[config.mk]
export PLATFORM = sky130hd
export DESIGN_NAME = mem_req_ctrl_flat
export DESIGN_NICKNAME = d
export VERILOG_FILES = /design/src/rtl/mem_req_ctrl_pkg.sv /design/src/rtl/mem_req_ctrl_if.sv /design/src/rtl/mem_req_ctrl_sync_fifo.sv /design/src/rtl/mem_req_ctrl.sv /design/src/flat_wrapper.sv
export SDC_FILE = /design/constraint.sdc
export NUM_CORES = 1
export LEC_CHECK = 0
export ABC_CLOCK_PERIOD_IN_PS = 3000
export BUFFER_PORTS_ARGS = -buffer_cell sky130_fd_sc_hd__buf_2
export CORE_MARGIN = 10
export CORE_UTILIZATION = 45
export DETAILED_ROUTE_END_ITERATION = 10
export GPL_TIMING_DRIVEN = 0
export MAX_ROUTING_LAYER = met4
export PLACE_DENSITY = 0.68
export SLEW_MARGIN = 20
export SYNTH_ARGS = -nofsm -noshare
export SYNTH_HDL_FRONTEND = slang
export SYNTH_SLANG_ARGS = --single-unit
[constraint.sdc]
create_clock -name clk -period 3 [get_ports clk]
set_input_delay 0.15 -clock clk [delete_from_list [all_inputs] [get_ports clk]]
set_output_delay 0.15 -clock clk [all_outputs]
set_load 0.02 [all_outputs]
[src/rtl/mem_req_ctrl_pkg.sv]
// mem_req_ctrl_pkg: shared widths, opcodes and request/response records for mem_req_ctrl
package mem_req_ctrl_pkg;
   localparam int ADDR_W = 4;
   localparam int DATA_W = 8;
   localparam logic OP_READ  = 1'b0;
   localparam logic OP_WRITE = 1'b1;
   typedef struct packed {
      logic              wr;
      logic [ADDR_W-1:0] addr;
      logic [DATA_W-1:0] data;
   } req_t;
   typedef struct packed {
      logic [ADDR_W-1:0] addr;
      logic [DATA_W-1:0] data;
   } resp_t;
endpackage

[src/rtl/mem_req_ctrl_if.sv]
// mem_req_ctrl_if: request, memory and response buses of mem_req_ctrl; slave is the controller
interface mem_req_ctrl_if;
   import mem_req_ctrl_pkg::*;
   logic              req_valid;
   logic              req_ready;
   logic              req_wr;
   logic [ADDR_W-1:0] req_addr;
   logic [DATA_W-1:0] req_data;
   logic [ADDR_W-1:0] mem_addr;
   logic [DATA_W-1:0] mem_data;
   logic              mem_wen;
   logic              mem_ren;
   logic [DATA_W-1:0] mem_odata;
   logic              resp_valid;
   logic              resp_ready;
   logic [ADDR_W-1:0] resp_addr;
   logic [DATA_W-1:0] resp_data;
   modport master (
      output req_valid, req_wr, req_addr, req_data, resp_ready, mem_odata,
      input  req_ready, mem_addr, mem_data, mem_wen, mem_ren, resp_valid, resp_addr, resp_data
   );
   modport slave (
      input  req_valid, req_wr, req_addr, req_data, resp_ready, mem_odata,
      output req_ready, mem_addr, mem_data, mem_wen, mem_ren, resp_valid, resp_addr, resp_data
   );
endinterface

[src/rtl/mem_req_ctrl_sync_fifo.sv]
// mem_req_ctrl_sync_fifo: synchronous FIFO with extra-bit pointers, synchronous clear and occupancy count
module mem_req_ctrl_sync_fifo #(
   parameter int W     = 8,
   parameter int DEPTH = 4
) (
   input  logic                    clk,
   input  logic                    rst,
   input  logic                    clr_i,
   input  logic                    push_i,
   input  logic                    pop_i,
   input  logic [W-1:0]            din_i,
   output logic [W-1:0]            dout_o,
   output logic                    full_o,
   output logic                    empty_o,
   output logic [$clog2(DEPTH):0]  count_o
);
   localparam int AW = $clog2(DEPTH);
   logic [AW:0]  wr_q, wr_d, rd_q, rd_d;
   logic [W-1:0] mem_q [DEPTH];
   // pointer next-state: clear wins, otherwise advance on push/pop
   always_comb begin
      wr_d = clr_i ? '0 : wr_q + (AW+1)'(push_i);
      rd_d = clr_i ? '0 : rd_q + (AW+1)'(pop_i);
   end
   // pointer registers
   always_ff @(posedge clk or negedge rst)
      if (!rst) begin
         wr_q <= '0;
         rd_q <= '0;
      end else begin
         wr_q <= wr_d;
         rd_q <= rd_d;
      end
   // storage is reset-free: entries are only observed while counted valid
   always_ff @(posedge clk)
      if (push_i) mem_q[wr_q[AW-1:0]] <= din_i;
   assign count_o = wr_q - rd_q;
   assign full_o  = count_o == (AW+1)'(DEPTH);
   assign empty_o = wr_q == rd_q;
   assign dout_o  = mem_q[rd_q[AW-1:0]];
endmodule

[src/rtl/mem_req_ctrl.sv]
// mem_req_ctrl: in-order request queue, credit-gated read issue and response buffer; MEM_REQ_BYPASS_EN enables empty-queue bypass
module mem_req_ctrl
   import mem_req_ctrl_pkg::*;
#(
   parameter int REQ_DEPTH  = 4,
   parameter int RESP_DEPTH = 2
) (
   input  logic          clk,
   input  logic          rst,
   input  logic          flush_i,
   output logic          busy_o,
   mem_req_ctrl_if.slave bus
);
   localparam int RCW = $clog2(RESP_DEPTH);
   localparam int QCW = $clog2(REQ_DEPTH);
   req_t              in_req, head, iss;
   resp_t             rsp_in, rsp_head;
   logic              rq_push, rq_pop, rq_full, rq_empty;
   logic [QCW:0]      rq_cnt;
   logic              rsp_push, rsp_pop, rsp_full, rsp_empty;
   logic [RCW:0]      rsp_cnt;
   logic              credit_ok, head_go, byp, go;
   logic              rd_inflight_q, rd_inflight_d;
   logic [ADDR_W-1:0] rd_addr_q, rd_addr_d;

   mem_req_ctrl_sync_fifo #(.W($bits(req_t)), .DEPTH(REQ_DEPTH)) u_req_q (
      .clk(clk), .rst(rst), .clr_i(flush_i), .push_i(rq_push), .pop_i(rq_pop),
      .din_i(in_req), .dout_o(head), .full_o(rq_full), .empty_o(rq_empty), .count_o(rq_cnt)
   );

   mem_req_ctrl_sync_fifo #(.W($bits(resp_t)), .DEPTH(RESP_DEPTH)) u_resp_q (
      .clk(clk), .rst(rst), .clr_i(1'b0), .push_i(rsp_push), .pop_i(rsp_pop),
      .din_i(rsp_in), .dout_o(rsp_head), .full_o(rsp_full), .empty_o(rsp_empty), .count_o(rsp_cnt)
   );

   // issue selection, credit check, memory strobes and response port
   always_comb begin
      bus.resp_valid = !rsp_empty;
      rsp_pop        = bus.resp_valid && bus.resp_ready;
      credit_ok      = ({1'b0, rsp_cnt} + (RCW+2)'(rd_inflight_q) - (RCW+2)'(rsp_pop)) < (RCW+2)'(RESP_DEPTH);
      in_req         = '{wr: bus.req_wr, addr: bus.req_addr, data: bus.req_data};
      head_go        = !rq_empty && !flush_i && (head.wr == OP_WRITE || credit_ok);
`ifdef MEM_REQ_BYPASS_EN
      byp            = rq_empty && !flush_i && bus.req_valid && (bus.req_wr == OP_WRITE || credit_ok);
`else
      byp            = 1'b0;
`endif
      go             = head_go || byp;
      iss            = head_go ? head : in_req;
      bus.mem_wen    = go && iss.wr == OP_WRITE;
      bus.mem_ren    = go && iss.wr != OP_WRITE;
      bus.mem_addr   = go ? iss.addr : '0;
      bus.mem_data   = go ? iss.data : '0;
      bus.req_ready  = !rq_full;
      rq_push        = bus.req_valid && !rq_full && !flush_i && !byp;
      rq_pop         = head_go;
      rd_inflight_d  = bus.mem_ren;
      rd_addr_d      = bus.mem_ren ? bus.mem_addr : rd_addr_q;
      rsp_push       = rd_inflight_q;
      rsp_in         = '{addr: rd_addr_q, data: bus.mem_odata};
      bus.resp_addr  = bus.resp_valid ? rsp_head.addr : '0;
      bus.resp_data  = bus.resp_valid ? rsp_head.data : '0;
      busy_o         = rq_cnt != '0 || rd_inflight_q || bus.resp_valid;
   end

   // track the read whose data the memory returns next cycle
   always_ff @(posedge clk or negedge rst)
      if (!rst) begin
         rd_inflight_q <= 1'b0;
         rd_addr_q     <= '0;
      end else begin
         rd_inflight_q <= rd_inflight_d;
         rd_addr_q     <= rd_addr_d;
      end

   // credits must keep the response buffer from ever overflowing
   assert property (@(posedge clk) disable iff (!rst) rsp_push |-> (!rsp_full || rsp_pop));
endmodule

[src/flat_wrapper.sv]
// flat-port wrapper written by rule: the top's interface ports become plain ports
module mem_req_ctrl_flat import mem_req_ctrl_pkg::*;
#(
   parameter int REQ_DEPTH  = 4,
   parameter int RESP_DEPTH = 2
)
  (clk, rst, flush_i, busy_o, bus_req_valid, bus_req_wr, bus_req_addr, bus_req_data, bus_resp_ready, bus_mem_odata, bus_req_ready, bus_mem_addr, bus_mem_data, bus_mem_wen, bus_mem_ren, bus_resp_valid, bus_resp_addr, bus_resp_data);
  mem_req_ctrl_if bus_i ();
  input  logic clk;
  input  logic rst;
  input  logic flush_i;
  output logic busy_o;
  input wire logic [$bits(bus_i.req_valid)-1:0] bus_req_valid;
  input wire logic [$bits(bus_i.req_wr)-1:0] bus_req_wr;
  input wire logic [$bits(bus_i.req_addr)-1:0] bus_req_addr;
  input wire logic [$bits(bus_i.req_data)-1:0] bus_req_data;
  input wire logic [$bits(bus_i.resp_ready)-1:0] bus_resp_ready;
  input wire logic [$bits(bus_i.mem_odata)-1:0] bus_mem_odata;
  output wire logic [$bits(bus_i.req_ready)-1:0] bus_req_ready;
  output wire logic [$bits(bus_i.mem_addr)-1:0] bus_mem_addr;
  output wire logic [$bits(bus_i.mem_data)-1:0] bus_mem_data;
  output wire logic [$bits(bus_i.mem_wen)-1:0] bus_mem_wen;
  output wire logic [$bits(bus_i.mem_ren)-1:0] bus_mem_ren;
  output wire logic [$bits(bus_i.resp_valid)-1:0] bus_resp_valid;
  output wire logic [$bits(bus_i.resp_addr)-1:0] bus_resp_addr;
  output wire logic [$bits(bus_i.resp_data)-1:0] bus_resp_data;
  assign bus_i.req_valid = bus_req_valid;
  assign bus_i.req_wr = bus_req_wr;
  assign bus_i.req_addr = bus_req_addr;
  assign bus_i.req_data = bus_req_data;
  assign bus_i.resp_ready = bus_resp_ready;
  assign bus_i.mem_odata = bus_mem_odata;
  assign bus_req_ready = bus_i.req_ready;
  assign bus_mem_addr = bus_i.mem_addr;
  assign bus_mem_data = bus_i.mem_data;
  assign bus_mem_wen = bus_i.mem_wen;
  assign bus_mem_ren = bus_i.mem_ren;
  assign bus_resp_valid = bus_i.resp_valid;
  assign bus_resp_addr = bus_i.resp_addr;
  assign bus_resp_data = bus_i.resp_data;
  mem_req_ctrl #(.REQ_DEPTH(REQ_DEPTH), .RESP_DEPTH(RESP_DEPTH)) u_core (.clk(clk), .rst(rst), .flush_i(flush_i), .busy_o(busy_o), .bus(bus_i));
endmodule
**Word-level counts from Yosys, hierarchy flattened**

Memories as Yosys holds them, arrays and structs flattened.
Index checks and enable logic that the tools add are counted.

- Memories kept: 2
- Register bits after elaboration: 15
- Memory bits (read-only): 0
- Latch bits: 0
- Input bits: 26
- Bits in writable memories: 76

- Eq/ne operators: 3
- Magnitude comparators: 1
- Multiplexer cells: 11
- Add/subtract/negate cells: 8
- Divide/modulo/power cells: 0
- Reduce and logical (&&, ||, !) cells: 15
- Bitwise operators: 1
- Shifts and indexed selects: 0
- $mul: 0

Memories:

| memory | words | bits a word | read ports | clocked after memory_dff | write ports | RTL line | RTL |
|---|---|---|---|---|---|---|---|
| u_core.u_req_q.mem_q | 4 | 13 | 1 | 0 | 1 | mem_req_ctrl_sync_fifo.sv:19 | `logic [W-1:0] mem_q [DEPTH];` |
| u_core.u_resp_q.mem_q | 2 | 12 | 1 | 0 | 1 | mem_req_ctrl_sync_fifo.sv:19 |  |

Operators by type and width:

| kind | count |
|---|---|
| 8-bit 2-to-1 mux | 2 |
| 13-bit 2-to-1 mux | 1 |
| 4-bit 2-to-1 mux | 2 |
| 1-bit logical AND | 7 |
| 3-bit by 1-bit adder with 3-bit output | 2 |
| 3-bit 2-to-1 mux | 2 |
| 2-bit by 1-bit adder with 2-bit output | 2 |
| 1-bit logical NOT | 4 |
| 1-bit 2-to-1 mux | 4 |
| 2-bit by 1-bit adder with 3-bit output | 1 |
| 3-bit equality test | 1 |
| 3-bit equality test, second input constant | 1 |
| 1-bit logical OR | 3 |
| 3-bit by 2-bit less-than comparator with 1-bit output, second input constant | 1 |
| 3-bit nonzero test | 1 |
| 3-bit by 1-bit subtractor with 3-bit output | 1 |
| 3-bit subtractor | 1 |
| 2-bit equality test | 1 |
| 2-bit subtractor | 1 |
| 1-bit inverter | 1 |

**Depth between registers and ports, before layout**

- Depth after elaboration: 10
- Depth in mapped cells: 14
- Depth with buffers taken out: 13

**Hierarchy**

A second synthesis with hierarchy kept.

- Cells, all modules: 218
- Area total of the unflattened synthesis: 3848.7 um^2

By module, submodules not included:

| module | area each (um^2) | cells each | times used | seq. area each (um^2) |
|---|---|---|---|---|
| mem_req_ctrl_sync_fifo at u_core.u_req_q | 2268.4 | 103 | 1 | 1711.6 |
| mem_req_ctrl_sync_fifo at u_core.u_resp_q | 1097.3 | 57 | 1 | 820.8 |
| mem_req_ctrl | 483.0 | 58 | 1 | 125.1 |

**Worst setup path before layout**

No wires, ideal clock.

- Path kind: reg2reg
- From: register u_core.u_req_q.rd_q[1]
- To: memory u_core.u_req_q.mem_q[0][0] (netlist name) (enable)
- Arrival time: 2.560 ns
- Slack: 0.040 ns
- Clock period less this slack: 2.960 ns
- Path buffers: 1
- Data required time: 2.600 ns
- Stages on the path, launching flop included: 8
- Path through: dfrtp_1 clkbuf_1 inv_1 ha_1 nor2b_1 xnor2_1 a311o_1 nor3_1

- Cells in the longest elaborated chain, start to end: 7

Ends and longest elaborated chain:

| item | RTL line | RTL |
|---|---|---|
| start: declaration | mem_req_ctrl_sync_fifo.sv:18 | `logic [AW:0] wr_q, wr_d, rd_q, rd_d;` |
| start signal: assignment | mem_req_ctrl_sync_fifo.sv:32 | `rd_q <= rd_d;` |
| 3-bit subtractor | mem_req_ctrl_sync_fifo.sv:37 | `assign count_o = wr_q - rd_q;` |
| 3-bit equality test | mem_req_ctrl_sync_fifo.sv:38 | `assign full_o = count_o == (AW+1)'(DEPTH);` |
| 1-bit logical NOT | mem_req_ctrl.sv:55 | `rq_push = bus.req_valid && !rq_full && !flush_i && !byp;` |
| 1-bit logical AND (2 in a row) | mem_req_ctrl.sv:55 |  |
| 1-bit 2-to-1 mux | mem_req_ctrl_sync_fifo.sv:36 | `if (push_i) mem_q[wr_q[AW-1:0]] <= din_i;` |
| 1-bit 2-to-1 mux (not written as such) | mem_req_ctrl_sync_fifo.sv:36 |  |
| end: declaration | mem_req_ctrl_sync_fifo.sv:19 |  |

No other way between the ends.

**Worst setup path after layout**

- From: register u_core.u_resp_q.wr_q[0]
- To: output port bus_mem_data[2]

- Cells in the longest elaborated chain, start to end: 9

Ends and longest elaborated chain:

| item | RTL line | RTL |
|---|---|---|
| start: declaration | mem_req_ctrl_sync_fifo.sv:18 |  |
| start signal: assignment | mem_req_ctrl_sync_fifo.sv:31 | `wr_q <= wr_d;` |
| parallel branches: the longest is 3 deep, another holds 2-bit by 1-bit adder with 3-bit output | -- |  |
| 3-bit by 1-bit subtractor with 3-bit output * | mem_req_ctrl.sv:40 | `credit_ok = ({1'b0, rsp_cnt} + (RCW+2)'(rd_inflight_q) - (RCW+2)'(rsp_pop)) < (RCW+2)'(RESP_DEPTH);` |
| 3-bit by 2-bit less-than comparator with 1-bit output * | mem_req_ctrl.sv:40 |  |
| 1-bit logical OR * | mem_req_ctrl.sv:42 | `head_go = !rq_empty && !flush_i && (head.wr == OP_WRITE \|\| credit_ok);` |
| 1-bit logical AND * | mem_req_ctrl.sv:42 |  |
| 13-bit 2-to-1 mux | mem_req_ctrl.sv:49 | `iss = head_go ? head : in_req;` |
| 8-bit 2-to-1 mux * | mem_req_ctrl.sv:53 | `bus.mem_data = go ? iss.data : '0;` |
| end: declaration | flat_wrapper.sv:21 | `output wire logic [$bits(bus_i.mem_data)-1:0] bus_mem_data;` |

Every way passes the cells marked *.

==> impl_metrics.sql <==
INSERT INTO impl_metrics (metric_group, metric, value, unit) VALUES
('hold_path', 'worstHoldEndpoint', 'u_core.u_req_q.mem_q[1][5]', ''),
('pwr', 'switching_power', '1.51', 'mW'),
('detailed_routing', 'drt_pre_antenna_iters', '5', ''),
('timing', 'timing.final.hold_violations', '0', ''),
('timing', 'finalSetupViolations', '12', ''),
('clock_network', 'worst_setup_hold_path_clk_slew', '90', 'ps'),
('critical_path', 'critical_path.max_fanout', '5', ''),
('pwr', 'ir_worst_vdd', '0.369', 'mV'),
('timing', 'final_worst_clock_skew', '6.78', 'ps'),
('yosys', 'syn_area_per_cell', '17.7', 'sq um'),
('placement', 'number_of_port_buffers', '54', ''),
('pwr', 'sw_share', '35.7', '%'),
('pwr', 'relative_contribution_of_combinational_cells_to_total_power', '45.8', '%'),
('clock_network', 'tritoncts', 'yes', ''),
('yosys', 'synth_sequential_area_ratio', '70.8', '%'),
('run_status', 'failed_checks', 'negative setup slack', ''),
('critical_path', 'setup.worst_path.class', 'flop to output pin', ''),
('pwr', 'power_report.internal_total', '2.71', 'mW'),
('yosys', 'postSynthNetCount', '248', ''),
('timing', 'worst_slew_pin_slew', '723', 'ps'),
('timing', 'final_period_minus_worst_setup_slack', '3060', 'ps'),
('timing', 'final.setup.worst_slack', '-58.5', 'ps'),
('detailed_routing', 'post-route-drc-count', '0', ''),
('yosys', 'yosys_warns', '0', ''),
('grt', 'number_of_antenna_violations_at_the_first_check_in_global_routing', '0', ''),
('hold_path', 'min-delay-start', 'bus_req_data[5]', ''),
('finish', 'fill_cells', '664', ''),
('placement', 'dp_hpwl', '4720', 'microns'),
('pwr', 'clkPwrFrac', '17.0', '%'),
('detailed_routing', 'routedWlPerCell', '17.2', 'microns'),
('hold_path', 'worstHoldPathType', 'input port to flop', ''),
('timing', 'fin_setup_tns', '-608', 'ps'),
('finish', 'fraction_of_final_layout_cells_with_drive_strength_greater_than_1', '43.5', '%'),
('finish', 'finish.cell_count_without_fillers', '413', ''),
('clock_network', 'ctsLongestPathBuffers', '2', ''),
('timing', 'relSlewSlack', '51.8', '%'),
('critical_path', 'reg2reg_from', 'u_core.u_resp_q.wr_q[0]', ''),
('hold_path', 'hold_path_depth', '1', ''),
('yosys', 'synth_seq_cells', '91', ''),
('flow_run', 'maxCapViolations', '0', ''),
('critical_path', 'reg2reg_depth', '12', ''),
('detailed_routing', 'detailed_route_iter0_violations', '71', ''),
('timing', 'period_share', '102', '%'),
('detailed_routing', 'antenna_left', '0', ''),
('placement', 'finalWeightedCongestion', '0.753', ''),
('grt', 'grt_max_degree', '16', ''),
('floorplan', 'die_area', '12400', 'sq um'),
('finish', 'area.growth.synth_to_final', '26.7', '%'),
('grt', 'grt_pass1_wl', '11800', 'microns'),
('grt', 'first_global_vias', '2268', ''),
('critical_path', 'rrSetupSlack', '50', 'ps'),
('yosys', 'post_synth_inst_count', '212', ''),
('finish', 'n_antenna_cell', '0', ''),
('timing', 'rsz0062_at_grt', 'true', ''),
('clock_network', 'insertion_delay', '340', 'ps'),
('pwr', 'leakagePower', '1.83', 'nW'),
('floorplan', 'die_w', '111', 'microns'),
('clock_network', 'clock_tree.htree_level_count', '3', ''),
('clock_network', 'clock_sink_count', '91', ''),
('grt', 'grt_use_total', '12.2', '%'),
('clock_network', 'clock_tree.root_cell', 'sky130_fd_sc_hd__clkbuf_8', ''),
('yosys', 'area_of_the_mapped_netlist', '3750', 'sq um'),
('floorplan', 'die_h', '111', 'microns'),
('finish', 'nNetsFinal', '339', ''),
('clock_network', 'cts_made_buffers', '9', ''),
('pwr', 'p_seq_share', '37.2', '%'),
('critical_path', 'timing.rr.end', 'u_core.u_req_q.rd_q[1]', ''),
('critical_path', 'cp.required', '2850', 'ps'),
('critical_path', 'cp_data_arrival_time', '2910', 'ps'),
('timing', 'peak_clock_frequency_supported_by_timing', '327', 'MHz'),
('pwr', 'design_power_total', '4.22', 'mW'),
('detailed_routing', 'drt-total-wl', '7110', 'microns'),
('pwr', 'power.density', '888', 'nW/um^2'),
('placement', 'dp.cells', '373', ''),
('detailed_routing', 'post_drt_via_cell_ratio', '4.93', ''),
('critical_path', 'cp-start-kind', 'flop', ''),
('floorplan', 'floorplan.io_pins', '55', ''),
('critical_path', 'critPathCaptureType', 'output pin', ''),
('run_status', 'outcome', 'complete, but fails checks', ''),
('yosys', 'synth_cell_type_count', '30', ''),
('timing', 'drv_slew', '0', ''),
('grt', 'grt.overflow.total', '0', ''),
('detailed_routing', 'dr_total_vias', '2036', ''),
('floorplan', 'initial_utilization', '45.9', '%'),
('floorplan', 'coreArea', '8180', 'sq um'),
('floorplan', 'floorplan.rows', '33', '');
## through the flow
stage | area, sq um | utilization [%] | setup slack [ps] | hold slack [ps]
5_1_grt | 4750 | 58.1 | -199 | 4.58
6_report | 4750 | 58.1 | -58.5 | 11.4
2_1_floorplan | 3750 | - | 40.0 | -146
4_1_cts | 4600 | 56.3 | -94.2 | 0.657
3_5_place_dp | 4190 | 51.2 | -254 | 79.9
3_3_place_gp | 4150 | 50.8 | -1090 | 75.6
## timing repair
| action | in CTS | in global routing |
|---|---|---|
| hold buffers | 9 | 1 |
| cloned | 1 | 0 |
| endpoints found under the hold margin | 31 | 4 |
| setup endpoints to repair | 68 | 55 |
| resized for setup | 24 | 36 |
| buffers inserted | 9 | 4 |
| pin swaps | 6 | 7 |
## cells in the mapped netlist (all sizes together)
cell	instances	area (sq um)
a211oi	1	7.51
a21oi	1	5.00
a311o	1	10.0
a31oi	1	6.26
and2	15	93.8
and3	2	12.5
buf	2	10.0
clkbuf	4	15.0
dfrtp	15	375
edfxtp	76	2280
fa	1	20.0
ha	9	113
inv	8	30.0
mux2	4	45.0
mux2i	12	120
mux4	13	293
nand2	3	11.3
nand3	3	15.0
nor2	14	52.6
nor2b	5	31.3
nor3	2	10.0
nor4b	3	41.3
o21ai	1	5.00
o41a	1	11.3
or2	1	6.26
or4	1	7.51
xnor2	10	87.6
xor2	3	33.8
## state kept, by name, summed over array words and instances (netlist names)
| name | count |
|---|---|
| u_core.u_req_q.wr_q | 3 |
| u_core.rd_inflight_q | 1 |
| u_core.rd_addr_q | 4 |
| u_core.u_resp_q.wr_q | 2 |
| u_core.u_resp_q.rd_q | 2 |
| u_core.u_req_q.mem_q | 52 |
| u_core.u_resp_q.mem_q | 24 |
| u_core.u_req_q.rd_q | 3 |
## power groups by stage
stage          Sequential (mW)  Combinational [mW]  Clock, mW
2_1_floorplan             1.58                1.08          0
3_3_place_gp              1.60                1.43          0
3_5_place_dp              1.60                1.47          0
4_1_cts                   1.57                1.77      0.732
5_1_grt                   1.59                2.13      0.789
6_report                  1.57                1.93      0.718
## layout by cell type, fill, tap and decap left out, drive strengths merged, types with 2 or more instances in the layout
cell,n
and3,2
xor2,3
edfxtp,76
buf,72
mux2i,12
nor3,2
and2,15
dfrtp,15
nand2,3
clkinv,3
nand3,3
nor2b,5
clkbuf,14
clkinvlp,2
nor2,14
xnor2,10
inv,9
mux2,4
nor4b,3
dlygate4sd3,10
ha,9
mux4,13
## cells by family after synthesis
| logic type | synth area share [%] |
|---|---|
| adders and majority gates | 3.54 |
| muxes | 12.2 |
| and+or+nand+nor | 7.51 |
| AOI/OAI and AO/OA | 1.20 |
| DFF | 70.8 |
| xor gates and xnor gates | 3.24 |
| buffers and inverters | 1.47 |
## final cells by class
cell class / instances / area (sq um) / share of cell area, %
buffer: 6 / 32.5 / 0.684
timing repair buffer: 80 / 584 / 12.3
sequential: 91 / 2660 / 55.9
tap: 105 / 131 / 2.76
clock inverter: 6 / 41.3 / 0.869
inverter: 8 / 30.0 / 0.632
multi-input combinational: 107 / 1150 / 24.2
clock buffer: 10 / 128 / 2.68
## how the worst max path moves through the flow
stage / to / slack (ps) / from
2_1_floorplan: u_core.u_req_q.mem_q[0][0] / 40 / u_core.u_req_q.rd_q[1]
3_3_place_gp: u_core.u_req_q.mem_q[1][5] / -1090 / u_core.u_req_q.rd_q[1]
3_5_place_dp: u_core.u_req_q.rd_q[1] / -250 / u_core.u_resp_q.wr_q[0]
4_1_cts: bus_mem_addr[3] / -90 / u_core.u_resp_q.rd_q[0]
5_1_grt: bus_mem_data[6] / -200 / u_core.u_resp_q.wr_q[0]
6_report: bus_mem_data[2] / -60 / u_core.u_resp_q.wr_q[0]
## routing by layer
layer / part of all wire (%) / vias to the layer above / global-route usage, % / wire length [microns]
met3: 5.8 / 12 / 3.41 / 410
met1: 44 / 991 / 14.8 / 3150
met4: 1.1 / 0 / 3.60 / 81
met5: 0 / - / - / 0
li1: - / 980 / - / -
met2: 49 / 53 / 19.4 / 3470
## worst max-delay path, stage by stage, from the launching register on
cell,delay [ps]
sky130_fd_sc_hd__dfrtp_1,400
sky130_fd_sc_hd__inv_2,90
sky130_fd_sc_hd__ha_4,210
sky130_fd_sc_hd__nand3_2,60
sky130_fd_sc_hd__o21ai_1,70
sky130_fd_sc_hd__and2_4,140
sky130_fd_sc_hd__fa_2,590
sky130_fd_sc_hd__nor4b_2,60
sky130_fd_sc_hd__o41a_1,510
sky130_fd_sc_hd__buf_6,180
sky130_fd_sc_hd__and2_4,140
sky130_fd_sc_hd__buf_6,120
Note: power is estimated with default switching activity, not from simulation.
